File: src/rtl/ccff_bitstream_loader.sv
`default_nettype none
// ============================================================================
// Module   : ccff_bitstream_loader
// Purpose  : Serialises host bitstream words LSB-first into the head of the
//            routing-tile configuration chain, one bit per prog_clk cycle,
//            and stops after exactly CHAIN_LEN bits.
// Ports    : prog_clk, prog_reset_n   - clock, async active-low reset
//            start                    - pulse; begins a load from IDLE/DONE
//            word_valid/word_data     - host word, bit 0 shifted first
//            word_ready               - word accepted this cycle (state decode)
//            ccff_head, ccff_shift_en - serial bit and chain clock enable
//            busy, done, bit_count    - load status / bits shifted so far
//            crc_out                  - CRC-16-CCITT of the shifted bits
//                                       (only with CCFF_LOADER_CRC_EN)
// Options  : define CCFF_LOADER_CRC_EN to add the crc_out port and its logic.
// Revision : 1.0 - initial release
// ============================================================================
module ccff_bitstream_loader #(
    parameter int WORD_W    = 32,
    parameter int CHAIN_LEN = 10,
    parameter int CNT_W     = $clog2(CHAIN_LEN + 1)
) (
    input  logic              prog_clk,
    input  logic              prog_reset_n,
    input  logic              start,
    input  logic              word_valid,
    input  logic [WORD_W-1:0] word_data,
    output logic              word_ready,
    output logic              ccff_head,
    output logic              ccff_shift_en,
    output logic              busy,
    output logic              done,
    output logic [CNT_W-1:0]  bit_count
`ifdef CCFF_LOADER_CRC_EN
    ,
    output logic [15:0]       crc_out
`endif
);

    localparam int              c_rem_w     = $clog2(WORD_W + 1);
    localparam logic [CNT_W-1:0] c_chain_len = CNT_W'(CHAIN_LEN);

    typedef enum logic [1:0] {
        S_IDLE  = 2'd0,
        S_LOAD  = 2'd1,
        S_SHIFT = 2'd2,
        S_DONE  = 2'd3
    } state_t;

    state_t               r_state;
    state_t               w_state_nxt;
    logic [WORD_W-1:0]    r_sreg;
    logic [WORD_W-1:0]    w_sreg_nxt;
    // Bits of the current word still to be presented after the one on ccff_head.
    logic [c_rem_w-1:0]   r_remaining;
    logic [c_rem_w-1:0]   w_remaining_nxt;
    logic [CNT_W-1:0]     r_count;
    logic [CNT_W-1:0]     w_count_nxt;
    logic                 r_head;
    logic                 w_head_nxt;
    logic                 r_shift_en;
    logic                 w_shift_nxt;
    logic                 r_busy;
    logic                 r_done;
    logic [31:0]          w_left;
    logic [31:0]          w_take;

    // Bits this word contributes: a full word, or only what the chain still
    // needs when the last word is partial (upper bits are simply dropped).
    assign w_left = 32'(CHAIN_LEN) - 32'(r_count);
    assign w_take = (w_left > 32'(WORD_W)) ? 32'(WORD_W) : w_left;

    // The registered outputs are loaded with the values for the state being
    // entered, so ccff_shift_en is high exactly during SHIFT cycles and the
    // first bit appears the cycle after the word is accepted.
    always_comb begin
        w_state_nxt     = r_state;
        w_sreg_nxt      = r_sreg;
        w_remaining_nxt = r_remaining;
        w_count_nxt     = r_count;
        w_head_nxt      = r_head;
        w_shift_nxt     = 1'b0;
        case (r_state)
            S_IDLE, S_DONE: begin
                if (start) begin
                    w_state_nxt = S_LOAD;
                    w_count_nxt = '0;
                end
            end
            S_LOAD: begin
                if (word_valid) begin
                    w_state_nxt     = S_SHIFT;
                    w_head_nxt      = word_data[0];
                    w_shift_nxt     = 1'b1;
                    w_sreg_nxt      = word_data >> 1;
                    w_remaining_nxt = c_rem_w'(w_take - 32'd1);
                    w_count_nxt     = r_count + CNT_W'(1);
                end
            end
            S_SHIFT: begin
                if (r_count == c_chain_len) begin
                    w_state_nxt = S_DONE;
                end else if (r_remaining == '0) begin
                    w_state_nxt = S_LOAD;
                end else begin
                    w_head_nxt      = r_sreg[0];
                    w_shift_nxt     = 1'b1;
                    w_sreg_nxt      = r_sreg >> 1;
                    w_remaining_nxt = r_remaining - c_rem_w'(1);
                    w_count_nxt     = r_count + CNT_W'(1);
                end
            end
            default: begin
                w_state_nxt = S_IDLE;
            end
        endcase
    end

    always_ff @(posedge prog_clk or negedge prog_reset_n) begin
        if (!prog_reset_n) begin
            r_state     <= S_IDLE;
            r_sreg      <= '0;
            r_remaining <= '0;
            r_count     <= '0;
            r_head      <= 1'b0;
            r_shift_en  <= 1'b0;
            r_busy      <= 1'b0;
            r_done      <= 1'b0;
        end else begin
            r_state     <= w_state_nxt;
            r_sreg      <= w_sreg_nxt;
            r_remaining <= w_remaining_nxt;
            r_count     <= w_count_nxt;
            r_head      <= w_head_nxt;
            r_shift_en  <= w_shift_nxt;
            r_busy      <= (w_state_nxt == S_LOAD) || (w_state_nxt == S_SHIFT);
            r_done      <= (w_state_nxt == S_DONE);
        end
    end

    assign word_ready    = (r_state == S_LOAD);
    assign ccff_head     = r_head;
    assign ccff_shift_en = r_shift_en;
    assign busy          = r_busy;
    assign done          = r_done;
    assign bit_count     = r_count;

`ifdef CCFF_LOADER_CRC_EN
    // CRC-16-CCITT, MSB-first, fed with the bit the chain captures in each
    // enabled cycle; cleared whenever a new load is started.
    logic [15:0] r_crc;
    logic        w_crc_fb;
    logic        w_start_accept;

    assign w_crc_fb       = r_crc[15] ^ r_head;
    assign w_start_accept = start && ((r_state == S_IDLE) || (r_state == S_DONE));

    always_ff @(posedge prog_clk or negedge prog_reset_n) begin
        if (!prog_reset_n) begin
            r_crc <= 16'hFFFF;
        end else if (w_start_accept) begin
            r_crc <= 16'hFFFF;
        end else if (r_shift_en) begin
            r_crc <= {r_crc[14:0], 1'b0} ^ (w_crc_fb ? 16'h1021 : 16'h0000);
        end
    end

    assign crc_out = r_crc;
`endif

endmodule
`default_nettype wire

File: config.mk
export PLATFORM = sky130hd
export DESIGN_NAME = ccff_bitstream_loader
export DESIGN_NICKNAME = d
export VERILOG_FILES = /design/src/rtl/ccff_bitstream_loader.sv
export SDC_FILE = /design/constraint.sdc
export NUM_CORES = 1
export LEC_CHECK = 0
export BUFFER_PORTS_ARGS = -buffer_cell sky130_fd_sc_hd__buf_2
export CAP_MARGIN = 20
export CORE_ASPECT_RATIO = 0.8
export CORE_MARGIN = 10
export CORE_UTILIZATION = 55
export DETAILED_ROUTE_END_ITERATION = 10
export PLACE_DENSITY = 0.86
export SLEW_MARGIN = 20
export SYNTH_ARGS = -nofsm -noshare
export SYNTH_HDL_FRONTEND = slang
export SYNTH_SLANG_ARGS = --single-unit
File: constraint.sdc
create_clock -name prog_clk -period 2.8 [get_ports prog_clk]
set_clock_uncertainty 0.05 [all_clocks]
set_input_delay 0.28 -clock prog_clk [delete_from_list [all_inputs] [get_ports prog_clk]]
set_output_delay 0.28 -clock prog_clk [all_outputs]
set_load 0.01 [all_outputs]
; ---- Word level (Yosys, flattened, before mapping)
; Cells that the tools add are included.
[word_totals]
ff_bits = 48
wordCells = 58
in_bits = 36
[op_classes]
addsub = 4
n_lt_le_gt_ge = 1
eq_ne = 11
mux = 27
reduce_logical = 7
[ops]
columns = op, count
row1 = $mux W32, 3
row2 = $pmux W32 S2, 1
row3 = $gt A32 B6 Y1 const B, 1
row4 = $mux W6, 4
row5 = $mux W4, 4
row6 = $pmux W4 S3, 1
row7 = $pmux W6 S2, 1
row8 = $sub A6 B1 Y6 const B, 2
row9 = $eq A2 B2 Y1 const B, 4
row10 = $mux W2, 4
row11 = $ne A2 B2 Y1 const B, 4
row12 = $reduce_and A4 Y1, 2
row13 = $logic_not A6 Y1, 1
row14 = $mux W1, 6
row15 = $pmux W2 S3, 1
row16 = $sub A4 B4 Y5 const A, 1
row17 = $add A4 B1 Y4 const B, 1
row18 = $eq A2 B1 Y1 const B, 2
row19 = $eq A4 B4 Y1 const B, 1
row20 = $pmux W1 S2, 2
row21 = $logic_not A2 Y1, 1
row22 = $reduce_bool A2 Y1, 1
row23 = $reduce_or A2 Y1, 1
row24 = $logic_or A1 B1 Y1, 1

; ---- Longest topological paths before layout
; Gate-level depths: netlist of the first run.
[logic_depth]
word_depth = 6
ltp_mapped = 10
depth_no_buf = 9

; ---- Worst setup path after synthesis of the first run
; OpenSTA, ideal clock, no wires.
[synth_path]
path_type = flip-flop to flip-flop
startpoint = reg r_state[0]
endpoint = reg r_remaining[4]
setup_ns = 0.121
required_time_ns = 2.629
n_path_buf = 2
setup_slack_ns = 0.596
t_arrival_ns = 2.033
stages_incl_launch_ff = 11
period_less_slack_ns = 2.204
path_cell_list = dfrtp_1 > inv_1 > ha_1 > buf_2 > buf_1 > a22oi_1 > ha_1 > nand2_1 > nor4b_2 > a31oi_1 > o22a_1
[synth_between]
elab_chain_cells = 3
[synth_lines]
columns = element, line
row1 = start: declaration, 50  ; state_t r_state;
row2 = start signal: assignment, 130  ; r_state <= w_state_nxt;
row3 = $eq A2 B2 Y1 or $eq A2 B1 Y1 (tied branches), 83  ; case (r_state)
row4 = $ne A2 B2 Y1 (no line) or $reduce_bool A2 Y1 (tied branches), -
row5 = $reduce_and A4 Y1 (no line), -
row6 = end signal: assignment, 132  ; r_remaining <= w_remaining_nxt;
row7 = end: declaration, 55  ; logic [c_rem_w-1:0] r_remaining;
; Parallel ways exist; a longest one is shown, timed or not.
; A chain may end at the register's enable or synchronous reset.

; ---- Worst setup path in the final report of the first run
[layout_path]
startpoint = reg r_count[0] (netlist: bit_count[0])
endpoint = reg r_remaining[4]
[layout_between]
elab_chain_cells = 6
[layout_lines]
columns = element, line
row1 = start: declaration, 57  ; logic [CNT_W-1:0] r_count;
row2 = start signal: assignment, 133  ; r_count <= w_count_nxt;
row3 = $sub A4 B4 Y5, 70  ; assign w_left = 32'(CHAIN_LEN) - 32'(r_count);
row4 = $gt A32 B6 Y1, 71  ; assign w_take = (w_left > 32'(WORD_W)) ? 32'(WORD_W) : w_left;
row5 = $mux W6, 71
row6 = $sub A6 B1 Y6, 96  ; w_remaining_nxt = c_rem_w'(w_take - 32'd1);
row7 = $mux W6, 91  ; if (word_valid) begin
row8 = $pmux W6 S2, 83
; Parallel ways exist; a longest one is shown, timed or not. The select of a mux whose other input is x is not followed.

==> run summary, run 1 <==
Among the stages of the critical path, the cell type that occurs most often is ha_1. The flip-flop and latch count after synthesis is 47. The tightest slew margin relative to the limit is 0.613. The run finished with clean final reports. The last weighted congestion value of the routability-driven placer is 0.904.

The top cell family by delay on the critical path is compound AO/OA/AOI/OAI gates. The max-capacitance violation count came out at 0. The area of the core came out at 0.00426 mm2. The H-tree depth is 2.

The library cell contributing the largest single delay on the critical path is dfrtp_1. Timing analysis after detailed placement gives a worst setup slack of 0.514 ns. The startpoint type of the worst setup path is a flop. The vias after detailed routing is 1850. The detailed-routing iteration count for the pre-antenna-repair pass is 4.

The proportion of register bits with asynchronous set or reset after synthesis came out at 1.00. Once layout is complete, the utilization of the core stands at 0.663. Summed over all failing endpoints, the final setup total negative slack is 0 ns. The count of boundary I/O pins is 45. The tightest min-delay check is of the primary input to flop type. The internal reg-to-reg setup slack came out at 0.44 ns. The global routing stage identified its most utilized layer as met2.

The worst hold path begins at word_data[31]. Final hold analysis gives a worst-case slack of 0.165 ns. The maximum number of pins on one net before global-route repair came out at 48. The fraction of met1 tracks used by global routing came out at 0.186. The most common cell after layout, fill and taps aside is dfrtp_1.

Of the synthesized area, sequential elements account for 0.475. The arrival time of data at the critical path endpoint is 2.50 ns. The clock reaches the later pin of the worst-skew pair after 0.30 ns. The number of clock sinks came out at 47. The number of buffers and inverters on the critical path is 0.

For this configuration, the core starts out at a cell density of 0.581. After global routing the overflow that remains totals 0. The measured slew at the worst slew-check pin is 0.580 ns.

Summed over all instances, the cell type with the most area after synthesis is dfrtp_1. For the finished layout, the period the worst path requires is 2.36 ns. The routed wire length per instance came out at 15.3 um. The layout net count is 322. STA classifies the critical path endpoint as a flop.

The most critical setup path has its startpoint at bit_count[0]. The relative area change from synthesis to final layout came out at 14.1%. The number of antenna violations at the first check in global routing is 0. After clock tree synthesis, the setup repair step added 0 buffers. The maximum single-stage delay on the critical path is 0.50 ns. The number of cell rows came out at 21. The number of nets in the synthesized netlist is 281. The final number of max-transition violations is 0. The count of cell types in the netlist came out at 45. CTS placed an instance of clkbuf_8 at the clock tree root.

Setup repair after global routing left no endpoint under its margin. The data required time at the worst endpoint is 2.94 ns. The number of buffers between clock root and the deepest sink is 2. The detailed placer's ending HPWL is 3670 um. The clock tree from TritonCTS is built.

The cell count after synthesis came out at 239. The number of global-route vias before repair was 1880. The final worst setup slack is 0.439 ns. The number of buffers added by the clock tree synthesis step is 5.

In this run the mean area of a mapped cell was 10.4 um2. The worst setup path is of the flop to flop kind. The proportion of layout cells with a drive suffix above 1 came out at 0.249. The detailed router's first-iteration violation count came out at 156. Leaving out fill and tap cells, the most frequent cells in the layout are dfrtp_1, nand2_1, buf_2. The Yosys step of the flow raised 0 warnings. Input and output buffers added on the ports amount to 44. The met2 capacity usage during global routing is 0.221. Dividing the final minimum period by the clock period gives 0.843. The total power per unit cell area is 1150 mW/mm2.

The die covers 0.00760 mm2. The timing-limited maximum frequency is 0.424 GHz. The peak supply drop came out at 0.000570 V.

The total design power is 0.00324 W. The critical path goes through ha_1, o21a_1, nor2_1, a22oi_1, ha_1, nand2_1, nor4b_2, a31oi_1, o22a_1. The cell area after synthesis is 0.00247 mm2.

The vertical extent of the die came out at 80 um. The per-cell via count in the routed design came out at 5.47. The area share of the largest cell type after synthesis came out at 0.475. Yosys attributes the largest share of cell area to dfrtp_1, mux2i_1, o21ai_0, nand2_1, ha_1. The clock-pin slew reported for the worst setup and hold paths after clock tree synthesis is 0.09 ns. The count of unresolved DRC violations after routing came out at 0.

The total wire length is 5160 um. The number of synthesized flops with an enable pin came out at 0. The layout filler cell count came out at 323. The maximum fanout count along the critical path is 10. The die is 95 um wide.

For this run, the total global-route usage over all layers was measured as 0.142. The worst register-to-register path begins at bit_count[0]. The count of endpoints failing hold in the final timing report is 0. The static leakage is 1.28 nW.

The post-route antenna net violation count is 0. The final setup violation count is 0. 0 antenna diodes ended up in the layout.

The most used flip-flop cell after synthesis is dfrtp_1. The first global-routing pass estimated 8790 um of wire. The fraction of met3 tracks used by global routing came out at 0.0357.
[final cells by class]
type | instances | area, um2 | share of cell area
Clock buffer | 5 | 68.8 | 0.0244
Inverter | 5 | 18.8 | 0.00665
Timing Repair Buffer | 50 | 270 | 0.0957
Multi-Input combinational cell | 171 | 1150 | 0.408
Tap cell | 57 | 71.3 | 0.0253
Sequential cell | 47 | 1180 | 0.416
Clock inverter | 3 | 67.6 | 0.0239
[metrics by stage]
stage / cells / area, um2
floorplan: 239 / 2470
global placement: 329 / 2680
detailed placement: 329 / 2680
CTS: 337 / 2810
global route: 338 / 2820
finish: 338 / 2820
[cells by family (layout without fill, tap and decap cells)]
logic type / count (synthesis) / in the layout / share of synthesized area
and+or+nand+nor: 63 / 63 / 0.117
buffers and inverters: 21 / 63 / 0.0607
xor gates and xnor gates: 3 / 3 / 0.0106
muxes: 33 / 33 / 0.134
adders and majority gates: 6 / 6 / 0.0303
DFF: 47 / 47 / 0.475
AOI/OAI and AO/OA: 66 / 66 / 0.172
[synthesized netlist by cell type, types with 2 or more instances]
| library cell | instances |
|---|---|
| dfrtp_1 | 47 |
| nand2_1 | 43 |
| o21ai_0 | 33 |
| mux2i_1 | 32 |
| a21oi_1 | 6 |
| ha_1 | 6 |
| inv_1 | 5 |
| nor2_1 | 5 |
| buf_2 | 4 |
| buf_8 | 4 |
| clkbuf_2 | 4 |
| o21ai_2 | 4 |
| a22oi_1 | 3 |
| o21ai_1 | 3 |
| xor2_1 | 3 |
| a21o_1 | 2 |
| a31oi_1 | 2 |
| clkbuf_1 | 2 |
| nand3_1 | 2 |
| nor2b_1 | 2 |
| or2_2 | 2 |
| or3_1 | 2 |
[worst paths after layout]
kind | endpoint | depth (start not counted)
worst max-delay path | r_remaining[4] | 9
min in group asynchronous | r_state[0] | 2
worst max register to register | r_remaining[4] | 9
worst min register to register | r_sreg[21] | 2
worst min-delay path | r_sreg[30] | 2
max in group asynchronous | r_sreg[17] | 2
[registers in the layout, indices dropped and copies added (netlist names)]
name	flops
r_sreg	31
done	1
r_state	2
ccff_head	1
bit_count	4
r_remaining	6
ccff_shift_en	1
busy	1
[per-layer routing]
| metal | vias to the layer above | routed length, um |
|---|---|---|
| met3 | 8 | 312 |
| met1 | 863 | 2280 |
| met2 | 58 | 2480 |
| met5 | - | 0 |
| met4 | 0 | 85 |
| li1 | 921 | - |
[power by group]
group / switching, W / internal [W]
Sequential: 0.000224 / 0.00100
Clock: 0.000232 / 0.000356
Combinational: 0.000830 / 0.000597
Total: 0.00129 / 0.00196
[what timing repair did]
action	in CTS	in global routing
gates resized for setup	0	0
hold buffers	0	1
endpoints found under the hold margin	0	47
setup endpoints to repair	0	0
[worst reg2reg max path, delay by kind of cell, from the launching register on]
family                   cells  cell delay (ns)
adder cells (fa/ha/maj)      2             0.52
AND/OR/NAND/NOR              3             0.45
AO/OA/AOI/OAI                4             0.73
flip-flops                   1             0.50
No activity file was read; power rests on OpenSTA's default activity.
==> run 2: changes to the inputs <==
==> constraint.sdc (replaced) <==
create_clock -name prog_clk -period 2.2 [get_ports prog_clk]
set_clock_uncertainty 0.05 [all_clocks]
set_input_delay 0.22 -clock prog_clk [delete_from_list [all_inputs] [get_ports prog_clk]]
set_output_delay 0.22 -clock prog_clk [all_outputs]
set_load 0.01 [all_outputs]
==> run 2 against run 1 <==
Effect of this change: clock-buffer cell count grew 1; die area is the same; critical endpoint is now r_sreg[0]; global-route usage is 0.42 points lower; sequential share of layout area fell by 1.3 points.
==> run summary, run 2 (synthesis gave the netlist of run 1 again) <==
The flow ran to the end, and the final reports show no timing, DRC or antenna violations. In this run the worst setup path begins at r_state[1]. The floorplan die area came out at 0.00760 mm2 (unchanged). The wire length of the first global-routing pass was 8650 um (-1.6%). The total power per unit cell area came out at 1480 mW/mm2 (+29%).

The register with the highest flop count is r_sreg. The proportion of layout cells with a drive suffix above 1 came out at 0.275 (+0.0262). The total routing usage reported by global routing came out at 0.138 (-0.00416). The number of buffers between clock root and the deepest sink is 2 (unchanged). In the layout the commonest cells are dfrtp_1, buf_2, nand2_1.

The max-capacitance violation count came out at 0 (unchanged). The relative area change from synthesis to final layout is 17.9%. The latest clock arrival within the worst-skew pair came out at 0.30 ns (about the same). The vias after detailed routing came out at 1896 (+2.5%). The length in cells of the worst reg-to-reg path is 9 (unchanged). The arrival time of data at the critical path endpoint came out at 2.23 ns (-0.27 ns).

The worst setup path is of the flop to flop kind. The antenna diode count is 0 (unchanged). The number of cell rows came to 21 (unchanged). The port buffer count is 44 (unchanged). The clock-pin slew reported for the worst setup and hold paths after clock tree synthesis came out at 0.08 ns (about the same).

The instance count after placement with tap cells included is 334 (+1.5%). The library cell used most frequently in the layout, excluding fill and tap cells, is dfrtp_1. The effective utilization at floorplan is 0.581 (unchanged).

The peak supply drop was 0.000876 V (+54%). The count of endpoints failing hold in the final timing report is 0 (unchanged). The measured slew at the worst slew-check pin came out at 0.468 ns (-0.112 ns). CTS placed an instance of clkbuf_8 at the clock tree root. The number of flip-flops under the largest register name is 31 (unchanged). The number of buffers added by the clock tree synthesis step came out at 5 (unchanged). In this run the critical register-to-register path is captured at r_sreg[0]. The clock tree from TritonCTS is built.

The number of clock sinks came to 47 (unchanged). The post-route setup TNS was 0 ns (unchanged). The final setup violation count came out at 0 (unchanged). The final critical-path share of the clock period came out at 0.958 (+0.115). The startpoint identified for the worst register-to-register timing path is r_state[1].

The post-route antenna net violation count is 0 (unchanged). The most critical setup path has its endpoint at r_sreg[0]. The data required time at the worst endpoint came to 2.33 ns (-0.61 ns).

The buffer and inverter count on the worst path came to 3 (+3). The detailed-routing iteration count for the pre-antenna-repair pass came out at 4 (unchanged). The maximum fanout count along the critical path is 46 (+36).

The clock network fraction of design power came out at 0.171 (-0.010). The maximum single-stage delay on the critical path is 0.38 ns (-0.12 ns). The slowest stage of the critical path belongs to the cell dfrtp_1. The switching component of the power is 0.00168 W (+30%). The vertical extent of the die was 80 um (unchanged). The total internal power came to 0.00263 W (+35%).

The count of unresolved DRC violations after routing is 0 (unchanged). The total design power came out at 0.00431 W (+33%). The leftover overflow at the end of global routing came out at 0 (unchanged). The total wire length came to 5160 um (about the same). The detailed placer's ending HPWL is 3750 um (+2.1%).

The routed wire length per instance is 15.0 um (-1.8%). The internal reg-to-reg setup slack came out at 0.09 ns (-0.35 ns). By instance count, the cell type seen most on the critical path is buf_12. The final number of max-transition violations came out at 0 (unchanged). The sequential group share of total power is 0.358 (-0.021). The detailed router's first-iteration violation count is 113 (-28%). The worst setup path is captured at a flop. The number of antenna violations at the first check in global routing came out at 1 (+1). The x dimension of the die is 95 um (unchanged). The tightest slew margin relative to the limit came out at 0.687 (+0.0741). The total number of cells along the worst setup path is 9 (unchanged). The maximum number of pins on one net before global-route repair is 47 (-2.1%). The static leakage is 1.33 nW (+3.8%). The per-cell via count in the routed design came to 5.51 (+0.70%). The net switching share of the total power is 0.389 (-0.00747). The worst hold path class is primary input to flop. The top cell family by delay on the critical path is simple AND/OR/NAND/NOR gates. The number of standard cells in the layout, taps in and fillers out is 344 (+1.8%).

The count of boundary I/O pins came out at 45 (unchanged). The last weighted congestion value of the routability-driven placer came to 0.874 (-3.3%). Traced cell by cell, the critical path runs through inv_1, ha_1, nor2b_2, or2_2, o21bai_4, buf_12, buf_12, nand2_1, o21ai_0. The worst setup path is launched from a flop.

The part of the power in combinational logic was 0.471 (+0.031). The layout net count came out at 328 (+1.9%). The area of the core came out at 0.00426 mm2 (unchanged). The H-tree depth was 2 (unchanged). The timing-limited maximum frequency is 0.475 GHz (+12%). The layout filler cell count is 336 (+4.0%).

The post-route minimum period is 2.11 ns (-0.254 ns). The number of global-route vias before repair came to 1910 (+1.6%).
-- run 2: power by group through the flow --
stage	logic, W	registers (W)	clock network [W]
2_1_floorplan	0.00161	0.00150	0
3_3_place_gp	0.00188	0.00153	0
3_5_place_dp	0.00195	0.00155	0
4_1_cts	0.00196	0.00154	0.000743
5_1_grt	0.00227	0.00159	0.000782
6_report	0.00203	0.00154	0.000737
-- run 2: layout make-up --
type,instances,area (um2),area share
multi-input cells,171,1180,0.404
flip-flops and latches,47,1180,0.404
repair buffers,56,338,0.116
clock buffers,6,72.6,0.0249
well taps,57,71.3,0.0244
clock inverters,2,60.1,0.0206
inverters,5,18.8,0.00643
-- run 2: worst min-delay path by stage --
stage | startpoint | endpoint | slack (ns) | depth (start not counted)
after floorplan | prog_reset_n | bit_count[0] | -0.13 | 0
after global placement | prog_reset_n | busy | 0.06 | 1
after detailed placement | prog_reset_n | busy | 0.06 | 1
after CTS | word_data[31] | r_sreg[30] | 0.09 | 2
after global routing | word_data[31] | r_sreg[30] | 0.1 | 2
final | word_data[31] | r_sreg[30] | 0.09 | 2
-- run 2: timing repair --
action,in CTS,in global routing
endpoints found under the setup margin,0,9
hold buffers,1,0
resized for setup,0,8
hold endpoints to repair,11,0
setup buffers,0,1
-- run 2: per-stage QoR --
step | utilization | setup slack, ns | hold slack, ns | instance area [um2]
after floorplan | - | 0.0781 | -0.126 | 2480
after global routing | 0.685 | -0.0114 | 0.0968 | 2920
after CTS | 0.677 | 0.0548 | 0.0919 | 2880
final | 0.685 | 0.0926 | 0.0930 | 2920
after detailed placement | 0.643 | 0.0373 | 0.0645 | 2740
after global placement | 0.643 | 0.166 | 0.0645 | 2740
-- run 2: per-layer routing --
layer	part of all wire	routed length, um	up-vias	global-route usage
li1	-	-	938	-
met3	0.054	281	13	0.0385
met4	0.020	103	2	0.0522
met2	0.48	2460	47	0.223
met5	0.0027	14	-	0
met1	0.45	2300	896	0.172
==> run 3: changes to the inputs <==
--- a/config.mk
+++ b/config.mk
@@ -8,7 +8,6 @@
 export BUFFER_PORTS_ARGS = -buffer_cell sky130_fd_sc_hd__buf_2
 export CAP_MARGIN = 20
 export CORE_ASPECT_RATIO = 0.8
-export CORE_MARGIN = 10
 export CORE_UTILIZATION = 55
 export DETAILED_ROUTE_END_ITERATION = 10
 export PLACE_DENSITY = 0.86
==> run 3 against run 2 <==
Effect of this change: clock power shrank 18%; utilization shrank 1.5 points; wire length shrank 8.0%; register-to-register slack lost 0.04 ns; global-route usage grew 6.3 points; first-iteration DRC count grew 5.3%; non-clock buffer count shrank 1; worst hold slack gained 0.0029 ns; cell count shrank 0.58%; highest routed layer is now met4.
==> run summary, run 3 (synthesis gave the netlist of run 1 again) <==
The post-placement worst setup slack came out at 0.0504 ns (+0.0131 ns). The run finished with clean final reports. The count of unresolved DRC violations after routing is 0 (unchanged).

The number of flip-flops under the largest register name is 31 (unchanged). The type of the worst setup path is flop to flop. The proportion of layout cells with a drive suffix above 1 was 0.267 (-0.00859).

The data required time at the worst endpoint came out at 2.33 ns (about the same). The tightest slew margin relative to the limit came out at 0.564 (-0.123). The final-layout worst hold slack came to 0.0958 ns (+0.00288 ns).

The post-route minimum period is 2.15 ns (+0.0383 ns). The post-CTS setup buffer count is 0 (unchanged). The final number of max-transition violations came out at 0 (unchanged). The total routing usage reported by global routing came to 0.202 (+0.0633). The post-route antenna net violation count came out at 0 (unchanged). The antenna diode count came to 0 (unchanged). The number of buffers added by the clock tree synthesis step is 5 (unchanged). The measured slew at the worst slew-check pin is 0.653 ns (+0.185 ns). The final worst setup slack came out at 0.0543 ns (-0.0383 ns).

The library cell used most frequently in the layout, excluding fill and tap cells, is dfrtp_1. The arrival time of data at the critical path endpoint came out at 2.28 ns (+0.05 ns). The total design power came out at 0.00409 W (-5.2%). The latest clock arrival within the worst-skew pair came out at 0.30 ns (about the same). The H-tree depth came out at 2 (unchanged). The length in cells of the worst reg-to-reg path came to 9 (unchanged).

The number of buffers between clock root and the deepest sink is 2 (unchanged). Ranked by flip-flop count, first place goes to r_sreg. The routed wire length per instance came out at 13.9 um (-7.5%).

The x dimension of the die is 77 um (-19%). The critical path ends at r_remaining[4]. The effective utilization at floorplan came out at 0.581 (unchanged).

The maximum number of pins on one net before global-route repair is 49 (+4.3%). The port buffer count came to 44 (unchanged). The detailed-routing iteration count for the pre-antenna-repair pass came out at 4 (unchanged). The layout net count is 327 (-0.30%). The final non-filler cell area is 0.00286 mm2 (-2.1%). The per-cell via count in the routed design is 5.39 (-2.1%). The layout filler cell count is 335 (-0.30%). The most critical setup path has its startpoint at r_state[0]. The startpoint type of the worst setup path is a flop. The relative area change from synthesis to final layout is 15.4%.

The maximum fanout count along the critical path came out at 8 (-83%). The leftover overflow at the end of global routing is 0 (unchanged). The number of antenna violations at the first check in global routing is 0 (-1). The last weighted congestion value of the routability-driven placer is 0.843 (-3.6%).

The peak supply drop came out at 0.000854 V (-2.6%). The top cell types in the final layout, fill and taps aside, are dfrtp_1, buf_2, nand2_1. The detailed router's first-iteration violation count came to 119 (+5.3%). The kind of end point of the critical path is a flop. The worst hold path belongs to the class primary input to flop. The area of the core is 0.00426 mm2 (unchanged). The vertical extent of the die came out at 62 um (-23%).

The final critical-path share of the clock period is 0.975 (+0.0174). The number of global-route vias before repair came to 1664 (-13%). In this run the critical register-to-register path is launched from r_state[0]. The placed standard-cell area is 0.00273 mm2 (-0.46%).

The final setup violation count is 0 (unchanged). The total power per unit cell area came to 1430 mW/mm2 (-3.1%). The fraction of met3 tracks used by global routing was 0.0423 (+0.00380). The max-capacitance violation count was 0 (unchanged). The met2 capacity usage during global routing came out at 0.348 (+0.125). The vias after detailed routing was 1845 (-2.7%). The master cell of the clock root buffer is clkbuf_8.

The count of endpoints failing hold in the final timing report is 0 (unchanged). The count of boundary I/O pins is 45 (unchanged). The worst register-to-register path ends at r_remaining[4]. The total wire length came out at 4740 um (-8.0%). The wire length of the first global-routing pass came out at 7360 um (-15%). The number of clock sinks came out at 47 (unchanged).

The static leakage is 1.30 nW (-2.1%). The internal reg-to-reg setup slack came out at 0.05 ns (-0.04 ns). The clock-pin slew reported for the worst setup and hold paths after clock tree synthesis came out at 0.08 ns (about the same). The post-route core utilization came to 0.671 (-0.0147). The number of cell rows came out at 21 (unchanged). The floorplan die area came out at 0.00477 mm2 (-37%). The detailed placer's ending HPWL is 3420 um (-8.7%). The clock tree from TritonCTS is built. The layer flagged by global routing as most heavily used is met2. The timing-limited maximum frequency was 0.466 GHz (-1.8%).

The fraction of met1 tracks used by global routing came out at 0.253 (+0.0818).
-- run 3: changes by cell type in the layout (fill, tap and decap cells not counted), sizes merged --
cell and change:
buf -1, bufinv -1
-- run 3: critical path, stage by stage (launching register included) --
cell,delay (ns)
dfrtp_1,0.42
inv_1,0.09
ha_2,0.29
nor2_1,0.12
a22oi_1,0.22
ha_1,0.22
nand2_1,0.09
nor4b_4,0.24
a31oi_1,0.12
o22a_1,0.18
-- run 3: layout make-up --
cell class | instances | area, um2 | share of cell area
inverter | 5 | 18.8 | 0.00657
tap | 57 | 71.3 | 0.0250
clock buffer | 6 | 72.6 | 0.0254
sequential | 47 | 1180 | 0.412
clock inverter | 1 | 30.0 | 0.0105
timing repair buffer | 55 | 318 | 0.111
multi-input combinational | 171 | 1170 | 0.409
-- run 3: timing repair --
action                     CTS  global route
hold buffers                 1             0
setup endpoints to repair    0             2
hold endpoints to repair    28             0
resized for setup            0             6
-- run 3: how the worst min path moves through the flow --
stage	slack, ns	end	depth (start not counted)	startpoint
global route	0.1	r_sreg[30]	2	word_data[31]
global placement	0.24	ccff_shift_en	1	prog_reset_n
finish	0.1	r_state[1]	2	start
floorplan	-0.13	bit_count[0]	0	prog_reset_n
CTS	0.09	r_state[1]	2	start
detailed placement	0.24	ccff_shift_en	1	prog_reset_n
-- run 3: layer usage --
layer	vias up	wire, um
met1	870	2270
met3	6	142
met2	38	2270
met4	0	61
met5	-	0
li1	931	-
-- run 3: stage by stage --
| stage | cells | TNS [ns] |
|---|---|---|
| final | 342 | 0 |
| after CTS | 342 | 0 |
| after global routing | 342 | -0.00900 |
| after floorplan | 239 | 0 |
| after global placement | 334 | 0 |
| after detailed placement | 334 | 0 |
-- run 3: where the power goes --
group / total (W) / switching (W) / internal [W] / leakage, nW
Combinational: 0.00192 / 0.00108 / 0.000838 / 0.664
Clock: 0.000602 / 0.000269 / 0.000333 / 0.0513
Sequential: 0.00157 / 0.000285 / 0.00128 / 0.586
